### src/rtl/gate_bist_pkg.sv
// Shared types and constants for the gate self-test sequencer.
// Truth constants index by gate_in value: bit v = expected output for vector v.
package gate_bist_pkg;

  typedef enum logic [1:0] {
    ST_IDLE   = 2'd0,
    ST_DRIVE  = 2'd1,
    ST_SAMPLE = 2'd2,
    ST_DONE   = 2'd3
  } state_e;

  localparam logic [3:0] TT_AND2  = 4'b1000;
  localparam logic [3:0] TT_OR2   = 4'b1110;
  localparam logic [3:0] TT_NAND2 = 4'b0111;
  localparam logic [3:0] TT_NOR2  = 4'b0001;
  localparam logic [3:0] TT_XOR2  = 4'b0110;
  localparam logic [3:0] TT_XNOR2 = 4'b1001;

endpackage

### src/rtl/gate_bist_if.sv
// Run-control, gate stimulus and result signals of the gate self-test sequencer.
// slave = the sequencer; master = the requester that also hosts the gate under test.
interface gate_bist_if #(
  parameter int unsigned N_IN = 2
);

  logic                    start;
  logic [N_IN-1:0]         gate_in;
  logic                    gate_out;
  logic                    busy;
  logic                    done;
  logic                    pass;
  logic [N_IN:0]           err_cnt;
  logic [(1 << N_IN)-1:0]  fail_vec;

  modport slave (
    input  start, gate_out,
    output gate_in, busy, done, pass, err_cnt, fail_vec
  );

  modport master (
    output start, gate_out,
    input  gate_in, busy, done, pass, err_cnt, fail_vec
  );

endinterface

### src/rtl/gate_bist_settle_timer.sv
// Loadable down-counter timing how long each vector is held before sampling.
// Loaded with SETTLE-1; 'expired' is high on the last hold cycle.
module gate_bist_settle_timer #(
  parameter int unsigned SETTLE = 2
) (
  input  logic clk,
  input  logic rst,
  input  logic load_i,
  input  logic en_i,
  output logic expired_o
);

  localparam int unsigned    CW       = (SETTLE > 1) ? $clog2(SETTLE) : 1;
  localparam logic [CW-1:0]  LOAD_VAL = CW'(SETTLE - 1);

  logic [CW-1:0] cnt_q, cnt_d;

  assign expired_o = (cnt_q == '0);

  always_comb begin
    cnt_d = cnt_q;
    if (load_i) begin
      cnt_d = LOAD_VAL;
    end else if (en_i && !expired_o) begin
      cnt_d = cnt_q - 1'b1;
    end
  end

  always_ff @(posedge clk or posedge rst) begin
    if (rst) begin
      cnt_q <= '0;
    end else begin
      cnt_q <= cnt_d;
    end
  end

endmodule

### src/rtl/gate_bist_ctrl.sv
// Self-test sequencer: sweeps all 2^N_IN vectors onto a gate, holds each SETTLE cycles,
// samples once, and accumulates mismatches against TRUTH.
module gate_bist_ctrl
  import gate_bist_pkg::*;
#(
  parameter int unsigned            N_IN   = 2,
  parameter int unsigned            SETTLE = 2,
  parameter logic [(1<<N_IN)-1:0]   TRUTH  = TT_XNOR2
) (
  input  logic      clk,
  input  logic      rst,
  gate_bist_if.slave bus
);

  localparam int unsigned NV = 1 << N_IN;

  state_e            state_q, state_d;
  logic [N_IN-1:0]   vec_q, vec_d;
  logic [N_IN:0]     err_q, err_d;
  logic [NV-1:0]     fail_q, fail_d;
  logic              pass_q, pass_d;
  logic              tmr_load, tmr_en, tmr_expired;
  logic              last_vec, mismatch, active;

  gate_bist_settle_timer #(
    .SETTLE (SETTLE)
  ) u_settle_timer (
    .clk       (clk),
    .rst       (rst),
    .load_i    (tmr_load),
    .en_i      (tmr_en),
    .expired_o (tmr_expired)
  );

  assign last_vec = &vec_q;
  assign mismatch = (bus.gate_out != TRUTH[vec_q]);
  assign active   = (state_q == ST_DRIVE) || (state_q == ST_SAMPLE);

  always_comb begin
    state_d  = state_q;
    vec_d    = vec_q;
    err_d    = err_q;
    fail_d   = fail_q;
    pass_d   = pass_q;
    tmr_load = 1'b0;
    tmr_en   = 1'b0;
    case (state_q)
      ST_IDLE: begin
        if (bus.start) begin
          state_d  = ST_DRIVE;
          vec_d    = '0;
          err_d    = '0;
          fail_d   = '0;
          pass_d   = 1'b0;
          tmr_load = 1'b1;
        end
      end
      ST_DRIVE: begin
        tmr_en = 1'b1;
        if (tmr_expired) begin
          state_d = ST_SAMPLE;
        end
      end
      ST_SAMPLE: begin
        if (mismatch) begin
          fail_d[vec_q] = 1'b1;
          err_d         = err_q + 1'b1;
        end
        // pass must reflect the final vector's compare, so it uses the updated count
        if (last_vec) begin
          state_d = ST_DONE;
          pass_d  = (err_d == '0);
        end else begin
          state_d  = ST_DRIVE;
          vec_d    = vec_q + 1'b1;
          tmr_load = 1'b1;
        end
      end
      ST_DONE: begin
        state_d = ST_IDLE;
        vec_d   = '0;
      end
      default: begin
        state_d = ST_IDLE;
      end
    endcase
  end

  always_ff @(posedge clk or posedge rst) begin
    if (rst) begin
      state_q <= ST_IDLE;
      vec_q   <= '0;
      err_q   <= '0;
      fail_q  <= '0;
      pass_q  <= 1'b0;
    end else begin
      state_q <= state_d;
      vec_q   <= vec_d;
      err_q   <= err_d;
      fail_q  <= fail_d;
      pass_q  <= pass_d;
    end
  end

  assign bus.gate_in  = active ? vec_q : '0;
  assign bus.busy     = active;
  assign bus.done     = (state_q == ST_DONE);
  assign bus.pass     = pass_q;
  assign bus.err_cnt  = err_q;
  assign bus.fail_vec = fail_q;

endmodule
### src/flat_wrapper.sv
// flat-port wrapper written by rule: the top's interface ports become plain ports
module gate_bist_ctrl_flat import gate_bist_pkg::*;
#(
  parameter int unsigned            N_IN   = 2,
  parameter int unsigned            SETTLE = 2,
  parameter logic [(1<<N_IN)-1:0]   TRUTH  = TT_XNOR2
)
  (clk, rst, bus_start, bus_gate_out, bus_gate_in, bus_busy, bus_done, bus_pass, bus_err_cnt, bus_fail_vec);
  gate_bist_if #(.N_IN(N_IN)) bus_i ();
  input  logic clk;
  input  logic rst;
  input wire logic [$bits(bus_i.start)-1:0] bus_start;
  input wire logic [$bits(bus_i.gate_out)-1:0] bus_gate_out;
  output wire logic [$bits(bus_i.gate_in)-1:0] bus_gate_in;
  output wire logic [$bits(bus_i.busy)-1:0] bus_busy;
  output wire logic [$bits(bus_i.done)-1:0] bus_done;
  output wire logic [$bits(bus_i.pass)-1:0] bus_pass;
  output wire logic [$bits(bus_i.err_cnt)-1:0] bus_err_cnt;
  output wire logic [$bits(bus_i.fail_vec)-1:0] bus_fail_vec;
  assign bus_i.start = bus_start;
  assign bus_i.gate_out = bus_gate_out;
  assign bus_gate_in = bus_i.gate_in;
  assign bus_busy = bus_i.busy;
  assign bus_done = bus_i.done;
  assign bus_pass = bus_i.pass;
  assign bus_err_cnt = bus_i.err_cnt;
  assign bus_fail_vec = bus_i.fail_vec;
  gate_bist_ctrl #(.N_IN(N_IN), .SETTLE(SETTLE), .TRUTH(TRUTH)) u_core (.clk(clk), .rst(rst), .bus(bus_i));
endmodule
### config.mk
export PLATFORM = sky130hd
export DESIGN_NAME = gate_bist_ctrl_flat
export DESIGN_NICKNAME = d
export VERILOG_FILES = /design/src/rtl/gate_bist_pkg.sv /design/src/rtl/gate_bist_if.sv /design/src/rtl/gate_bist_settle_timer.sv /design/src/rtl/gate_bist_ctrl.sv /design/src/flat_wrapper.sv
export SDC_FILE = /design/constraint.sdc
export NUM_CORES = 1
export LEC_CHECK = 0
export ABC_AREA = 1
export BUFFER_PORTS_ARGS = -buffer_cell sky130_fd_sc_hd__buf_2
export CORE_MARGIN = 5
export CORE_UTILIZATION = 40
export CTS_CLUSTER_DIAMETER = 120
export DETAILED_ROUTE_END_ITERATION = 10
export PLACE_DENSITY = 0.7
export SLEW_MARGIN = 20
export SYNTH_ARGS = -nofsm -noshare
export SYNTH_HDL_FRONTEND = slang
export SYNTH_SLANG_ARGS = --single-unit
### constraint.sdc
create_clock -name clk -period 1.3 [get_ports clk]
set_input_delay 0.065 -clock clk [delete_from_list [all_inputs] [get_ports clk]]
set_output_delay 0.065 -clock clk [all_outputs]
set_load 0.03 [all_outputs]
==> results of run 1 <==
-- layer usage --
layer  track usage [%]  vias to the layer above  share of wire, %
met4             6.102                        0               1.5
met5                 0                        -                 0
met2             23.10                       15                49
met1             17.20                      374                46
met3             2.299                        2               3.5
li1                  -                      408                 -
-- power groups by stage --
stage	Clock [µW]	Sequential (µW)	Combinational [µW]
floorplan	0	771	1190
global placement	0	629	1800
detailed placement	0	640	1850
CTS	273	631	2020
global route	292	655	2370
finish	259	636	2170
-- synth_stat cells --
| cell | count |
|---|---|
| nor2_1 | 1 |
| nor2_8 | 1 |
| nand2_4 | 2 |
| o21ai_4 | 1 |
| inv_2 | 4 |
| o21ai_0 | 7 |
| o21ai_1 | 11 |
| ha_1 | 10 |
| o31ai_1 | 1 |
| dfrtp_1 | 13 |
| o21a_1 | 1 |
| nand2_1 | 25 |
| nor2_2 | 2 |
| nor2_4 | 2 |
| a21oi_2 | 1 |
| inv_1 | 13 |
| nand2_2 | 3 |
| nand3_1 | 6 |
| a21oi_1 | 1 |
-- placed cells by master (no fill, tap or decap) --
cell,netlist,layout
a21oi_1,1,1
a21oi_2,1,1
buf_2,0,11
buf_4,0,18
buf_6,0,3
clkbuf_1,0,1
clkbuf_4,0,3
dfrtp_1,13,13
dlygate4sd3_1,0,1
ha_1,10,6
ha_2,0,2
ha_4,0,2
inv_1,13,7
inv_2,4,9
inv_4,0,1
nand2_1,25,22
nand2_2,3,5
nand2_4,2,3
nand3_1,6,6
nor2_1,1,1
nor2_2,2,1
nor2_4,2,3
nor2_8,1,1
o21a_1,1,1
o21ai_0,7,6
o21ai_1,11,11
o21ai_2,0,1
o21ai_4,1,1
o31ai_1,1,1
-- final timing paths --
path,startpoint,end
setup / recovery,u_core.vec_q[0]$_DFFE_PP0P_,u_core.bus.fail_vec[0]$_DFFE_PP0P_
hold / removal,bus_start,u_core.u_settle_timer.cnt_q$_DFFE_PP0P_
max in group asynchronous,rst,u_core.bus.err_cnt[2]$_DFFE_PP0P_
hold reg to reg,u_core.bus.pass$_DFFE_PP0P_,u_core.bus.pass$_DFFE_PP0P_
setup reg to reg,u_core.vec_q[0]$_DFFE_PP0P_,u_core.bus.fail_vec[0]$_DFFE_PP0P_
min in group asynchronous,rst,u_core.bus.fail_vec[2]$_DFFE_PP0P_
-- registers in the layout, summed over array words and instances, names as in the netlist --
register                     cells
u_core.bus.err_cnt               3
u_core.bus.pass                  1
u_core.state_q                   2
u_core.u_settle_timer.cnt_q      1
u_core.vec_q                     2
u_core.bus.fail_vec              4
-- cell families (layout without fill, tap and decap cells) --
family,count (synthesis),count (layout),share of synthesized area [%]
fa+ha+maj,10,10,14.33
buf+inv,17,54,7.306
flops,13,13,37.25
compound gates,23,23,15.47
simple gates,42,42,25.64
-- area by class of cell --
type,count,area [µm²]
inverters,17,66.31
repair buffers,33,234.0
fillers,194,925.9
well taps,28,35.03
multi-input cells,75,535.5
clock buffers,4,26.28
flip-flops and latches,13,325.3
-- through the flow --
stage | hold WS (ns) | instance area (µm²)
4_1_cts | 0.08661 | 1175
2_1_floorplan | -0.05804 | 890.9
3_5_place_dp | 0.1301 | 1084
5_1_grt | 0.1106 | 1222
6_report | 0.09933 | 1222
3_3_place_gp | 0.1254 | 1084
-- worst max-delay path: cells and delay by family (launching register included) --
kind,cells,cell delay [ns]
flops,1,0.38
buf+inv,2,0.11
simple gates,3,0.21
fa+ha+maj,1,0.29
compound gates,2,0.30
-- what timing repair did --
item,CTS,global route
endpoints found under the setup margin,11,16
pin swaps,5,7
hold buffers,1,0
buffers inserted,4,2
gates cloned,0,0
resized for setup,10,14
hold endpoints to repair,13,0
==> metrics.md, run 1 <==
| Metric | Value |
|---|---|
| Status | `finished, violations left` |
| Failing checks | `negative setup slack` |
| Arrival time of the worst setup path | `1.57 ns` |
| Post-synthesis sequential area ratio | `37.25%` |
| First-pass GRT wire length | `3.463 mm` |
| RSZ-0062 raised after global routing | `yes` |
| Nets | `157` |
| Yosys top cell area share | `37.25%` |
| Area grow syn2layout | `39.97%` |
| Placed wire-length estimate | `1.457 mm` |
| CTS tree | `yes` |
| Ant diodes | `0` |
| Initial antenna violation count | `0` |
| Rows | `17` |
| Switching share of power | `49.18%` |
| DRT Wirelength | `1.986 mm` |
| Final setup vio count | `7` |
| Post-route setup TNS | `-0.2671 ns` |
| Clock transition at path regs | `0.08 ns` |
| FF-to-FF setup slack | `-0.06 ns` |
| Most used cell, CP | `nand2_4` |
| Die span in y | `56.73 µm` |
| Dpl cells | `159` |
| Crit end category | `flip-flop` |
| Critical Path Slowest Stage Cell | `dfrtp_1` |
| CTS max path bufs | `2` |
| CTS root buf | `clkbuf_4` |
| Hold depth | `3` |
| Crit path time final | `1.359 ns` |
| Fmax | `735.8 MHz` |
| Synth warn | `0` |
| Synthesized flop and latch total | `13` |
| Sequential power share | `20.7%` |
| Max H-tree Level | `1` |
| DR WL/cell | `11.68 µm` |
| Via count | `799` |
| 1st-pass router iterations | `4` |
| Final cell count without fillers | `170` |
| Cell variety after synth | `19` |
| Crit-path cells | `inv_2 -> ha_4 -> inv_4 -> nand2_4 -> nand2_4 -> o21ai_4 -> nand2_1 -> o21ai_1` |
| Vias in the first global route | `771` |
| Final Skew | `0.001962 ns` |
| Sw Pwr | `1510 µW` |
| Slew Viols, Final | `0` |
| Routed Antenna Nets | `0` |
| Synthesized area per cell | `8.318 µm²` |
| Largest net degree at the start of global routing | `14` |
| Relative slew slack | `64.11%` |
| Data required, critical path | `1.51 ns` |
| Crit start category | `flip-flop` |
| Hold Fails Final Rpt | `0` |
| Num Clock Sinks | `13` |
| DRT iter0 DRCs | `13` |
| Worst Reg-to-Reg Cells | `8` |
| Setup CP Type | `reg -> reg` |
| Grt ovf | `0` |
| Synthesized area | `873.3 µm²` |
| Pwr Density | `2511 nW/µm²` |
| Total power | `3070 µW` |
| Area leader, netlist | `dfrtp_1` |
| Io pins | `16` |
| Core area | `2148 µm²` |
| Clock Latency Late Sink | `0.28 ns` |
| Syn Nets | `119` |
| Port-buffer cells | `15` |
| Post-Synthesis Cells | `105` |
| Setup WS post-layout | `-0.05900 ns` |
| Crit path max fanout | `8` |
| Placer Congestion | `0.8608` |
| Pint | `1560 µW` |
| Critical path's largest stage delay | `0.38 ns` |
| Number of max-cap violations | `0` |
| Total track usage | `13.81%` |
| Synth top area cells | `dfrtp_1 37%, ha_1 14%, nand2_1 11%` |
| Setup WS pre-CTS | `-0.08942 ns` |
| Slew at the pin with the worst max-slew slack | `0.5377 ns` |
| Fin crit share | `104.5%` |
| Lkg Pwr | `0.0006409 µW` |
| Fin util | `56.90%` |
| CTS Buf Count | `3` |
| Peak supply drop | `0.001117 V` |
| Initial Util | `40.65%` |
| Drt via density | `4.700` |
| Clk pwr share | `8.4%` |
| Worst hold path class | `in -> reg` |
| DRC | `0` |
| Gate power share | `70.8%` |
| Share of cells above drive strength 1 | `45.77%` |
| Die width | `56.73 µm` |
| DIE AREA | `3218 µm²` |
No activity file was read; power rests on OpenSTA's default activity.
==> run 2, diff against run 1 <==
CORE_ASPECT_RATIO = 1.2   (was unset)
==> run 2 against run 1 <==
Against the previous run:
- the run still ends with negative setup slack left
- highest routed layer unchanged
- worst hold slack better by 0.022 ns
- critical endpoint is now u_core.bus.fail_vec[1]$_DFFE_PP0P_
- final cell count decreased by 0.59%
- largest cell class unchanged
- clock skew increased by 0.0014 ns
==> metrics.md, run 2 (synthesis results as in run 1) <==
| Metric | Value |
|---|---|
| Crit-path cells | `inv_2 -> ha_4 -> inv_4 -> nand2_4 -> nand2_4 -> o21ai_4 -> nand2_1 -> o21ai_1` |
| Setup WS pre-CTS | `-0.09743 ns` |
| Setup WS post-layout | `-0.05335 ns` |
| Initial antenna violation count | `0` |
| Routed Antenna Nets | `0` |
| Hold endpoint | `u_core.u_settle_timer.cnt_q$_DFFE_PP0P_` |
| 1st-pass router iterations | `3` |
| Final setup vio count | `7` |
| Port-buffer cells | `15` |
| Area grow syn2layout | `39.40%` |
| CTS Buf Count | `3` |
| Reg-to-Reg Start | `u_core.vec_q[0]$_DFFE_PP0P_` |
| DRT iter0 DRCs | `15` |
| Io pins | `16` |
| Crit path max fanout | `8` |
| DIE AREA | `3222 µm²` |
| Data required, critical path | `1.50 ns` |
| Drt via density | `4.574` |
| Hold_sp | `bus_start` |
| Crit path time final | `1.353 ns` |
| Status | `finished, violations left` |
| Arrival time of the worst setup path | `1.55 ns` |
| Initial Util | `42.15%` |
| Most frequent cells in the layout | `21 x nand2_1, 14 x buf_4, 13 x dfrtp_1, 12 x buf_2` |
| Via count | `773` |
| Fmax | `738.9 MHz` |
| Vias in the first global route | `801` |
| Leading cell type in the layout, fill and taps excluded | `nand2_1` |
| Clock transition at path regs | `0.08 ns` |
| CTS root buf | `clkbuf_4` |
| Failing checks | `negative setup slack` |
| Placer Congestion | `0.8578` |
| Largest net degree at the start of global routing | `14` |
| Slew at the pin with the worst max-slew slack | `0.5522 ns` |
| Lkg Pwr | `0.0006309 µW` |
| Num Clock Sinks | `13` |
| Max H-tree Level | `1` |
| Worst hold path class | `in -> reg` |
| DR WL/cell | `11.50 µm` |
| Total track usage | `14.45%` |
| Slew Viols, Final | `0` |
| DRT Wirelength | `1.943 mm` |
| Share of cells above drive strength 1 | `46.76%` |
| Crit end category | `flip-flop` |
| Post-route setup TNS | `-0.1727 ns` |
| Ant diodes | `0` |
| Critical Path Slowest Stage Cell | `dfrtp_1` |
| DRC | `0` |
| Critical path's largest stage delay | `0.39 ns` |
| Pwr Density | `2546 nW/µm²` |
| Rows | `18` |
| Relative slew slack | `63.15%` |
| Grt ovf | `0` |
| Die span in y | `61.19 µm` |
| Most used cell, CP | `nand2_4` |
| Clock Latency Late Sink | `0.27 ns` |
| Crit start category | `flip-flop` |
| Hold Fails Final Rpt | `0` |
| Nets | `154` |
| Setup CP Type | `reg -> reg` |
| Placed wire-length estimate | `1.493 mm` |
| Die width | `52.66 µm` |
| Peak supply drop | `0.001141 V` |
| CTS max path bufs | `2` |
| Reg2reg end | `u_core.bus.fail_vec[1]$_DFFE_PP0P_` |
| Final Skew | `0.003377 ns` |
| CTS tree | `yes` |
| Core area | `2072 µm²` |
| Worst Reg-to-Reg Cells | `8` |
| RSZ-0062 raised after global routing | `yes` |
| Hold depth | `3` |
| First-pass GRT wire length | `3.443 mm` |
| FF-to-FF setup slack | `-0.05 ns` |
| Max reg flops | `4` |
| Fin crit share | `104.1%` |
| Number of max-cap violations | `0` |
run 2: how the worst max path moves through the flow:
stage               cells after the start  slack [ns]                                  to                           from
floorplan                               8       -0.02  u_core.bus.fail_vec[1]$_DFFE_PP0P_    u_core.vec_q[0]$_DFFE_PP0P_
global placement                        7       -0.04  u_core.bus.fail_vec[2]$_DFFE_PP0P_  u_core.state_q[0]$_DFFE_PP0P_
detailed placement                      8        -0.1  u_core.bus.fail_vec[1]$_DFFE_PP0P_    u_core.vec_q[0]$_DFFE_PP0P_
CTS                                     8       -0.06  u_core.bus.fail_vec[1]$_DFFE_PP0P_    u_core.vec_q[0]$_DFFE_PP0P_
global route                            8       -0.15  u_core.bus.fail_vec[3]$_DFFE_PP0P_    u_core.vec_q[0]$_DFFE_PP0P_
finish                                  8       -0.05  u_core.bus.fail_vec[1]$_DFFE_PP0P_    u_core.vec_q[0]$_DFFE_PP0P_
run 2: cell type report:
type,instances,area [µm²]
Multi-Input combinational cell,75,548.0
Sequential cell,13,325.3
Fill cell,193,854.6
Clock buffer,4,26.28
Timing Repair Buffer,30,209.0
Tap cell,30,37.54
Inverter,17,71.32
run 2: power breakdown:
part / switching, µW / total (µW) / internal (µW)
sequential: 96.4 / 635 / 539
combinational: 1300 / 2210 / 917
clock: 131 / 249 / 119
run 2: through the flow:
stage	instances	utilization [%]	total power, µW	hold WS [ns]	area, µm²
3_5_place_dp	162	52.78	2504	0.1372	1094
2_1_floorplan	105	-	1965	-0.05804	890.9
5_1_grt	169	58.76	3351	0.1255	1217
6_report	169	58.76	3099	0.1214	1217
4_1_cts	169	57.31	2976	0.1125	1187
3_3_place_gp	162	52.78	2479	0.1257	1094
run 2: repair_timing:
item	in CTS	in global routing
setup buffers	2	0
resized for setup	13	13
endpoints found under the setup margin	12	15
hold endpoints to repair	13	0
hold buffers	1	0
pin swaps	7	7
run 2: critical path: cells and delay by family (launching register included):
kind / cells / cell delay (ns)
AO/OA/AOI/OAI: 2 / 0.29
buffers and inverters: 2 / 0.11
AND/OR/NAND/NOR: 3 / 0.21
flip-flops: 1 / 0.39
adder cells (fa/ha/maj): 1 / 0.28
run 2: layer usage:
layer  global-route usage, %  routed length [µm]  vias up
met5                       0                   0        -
met4                   5.474                  25        0
met3                   2.906                  70        4
met2                   26.06                1016       13
met1                   16.77                 830      353
li1                        -                   -      403
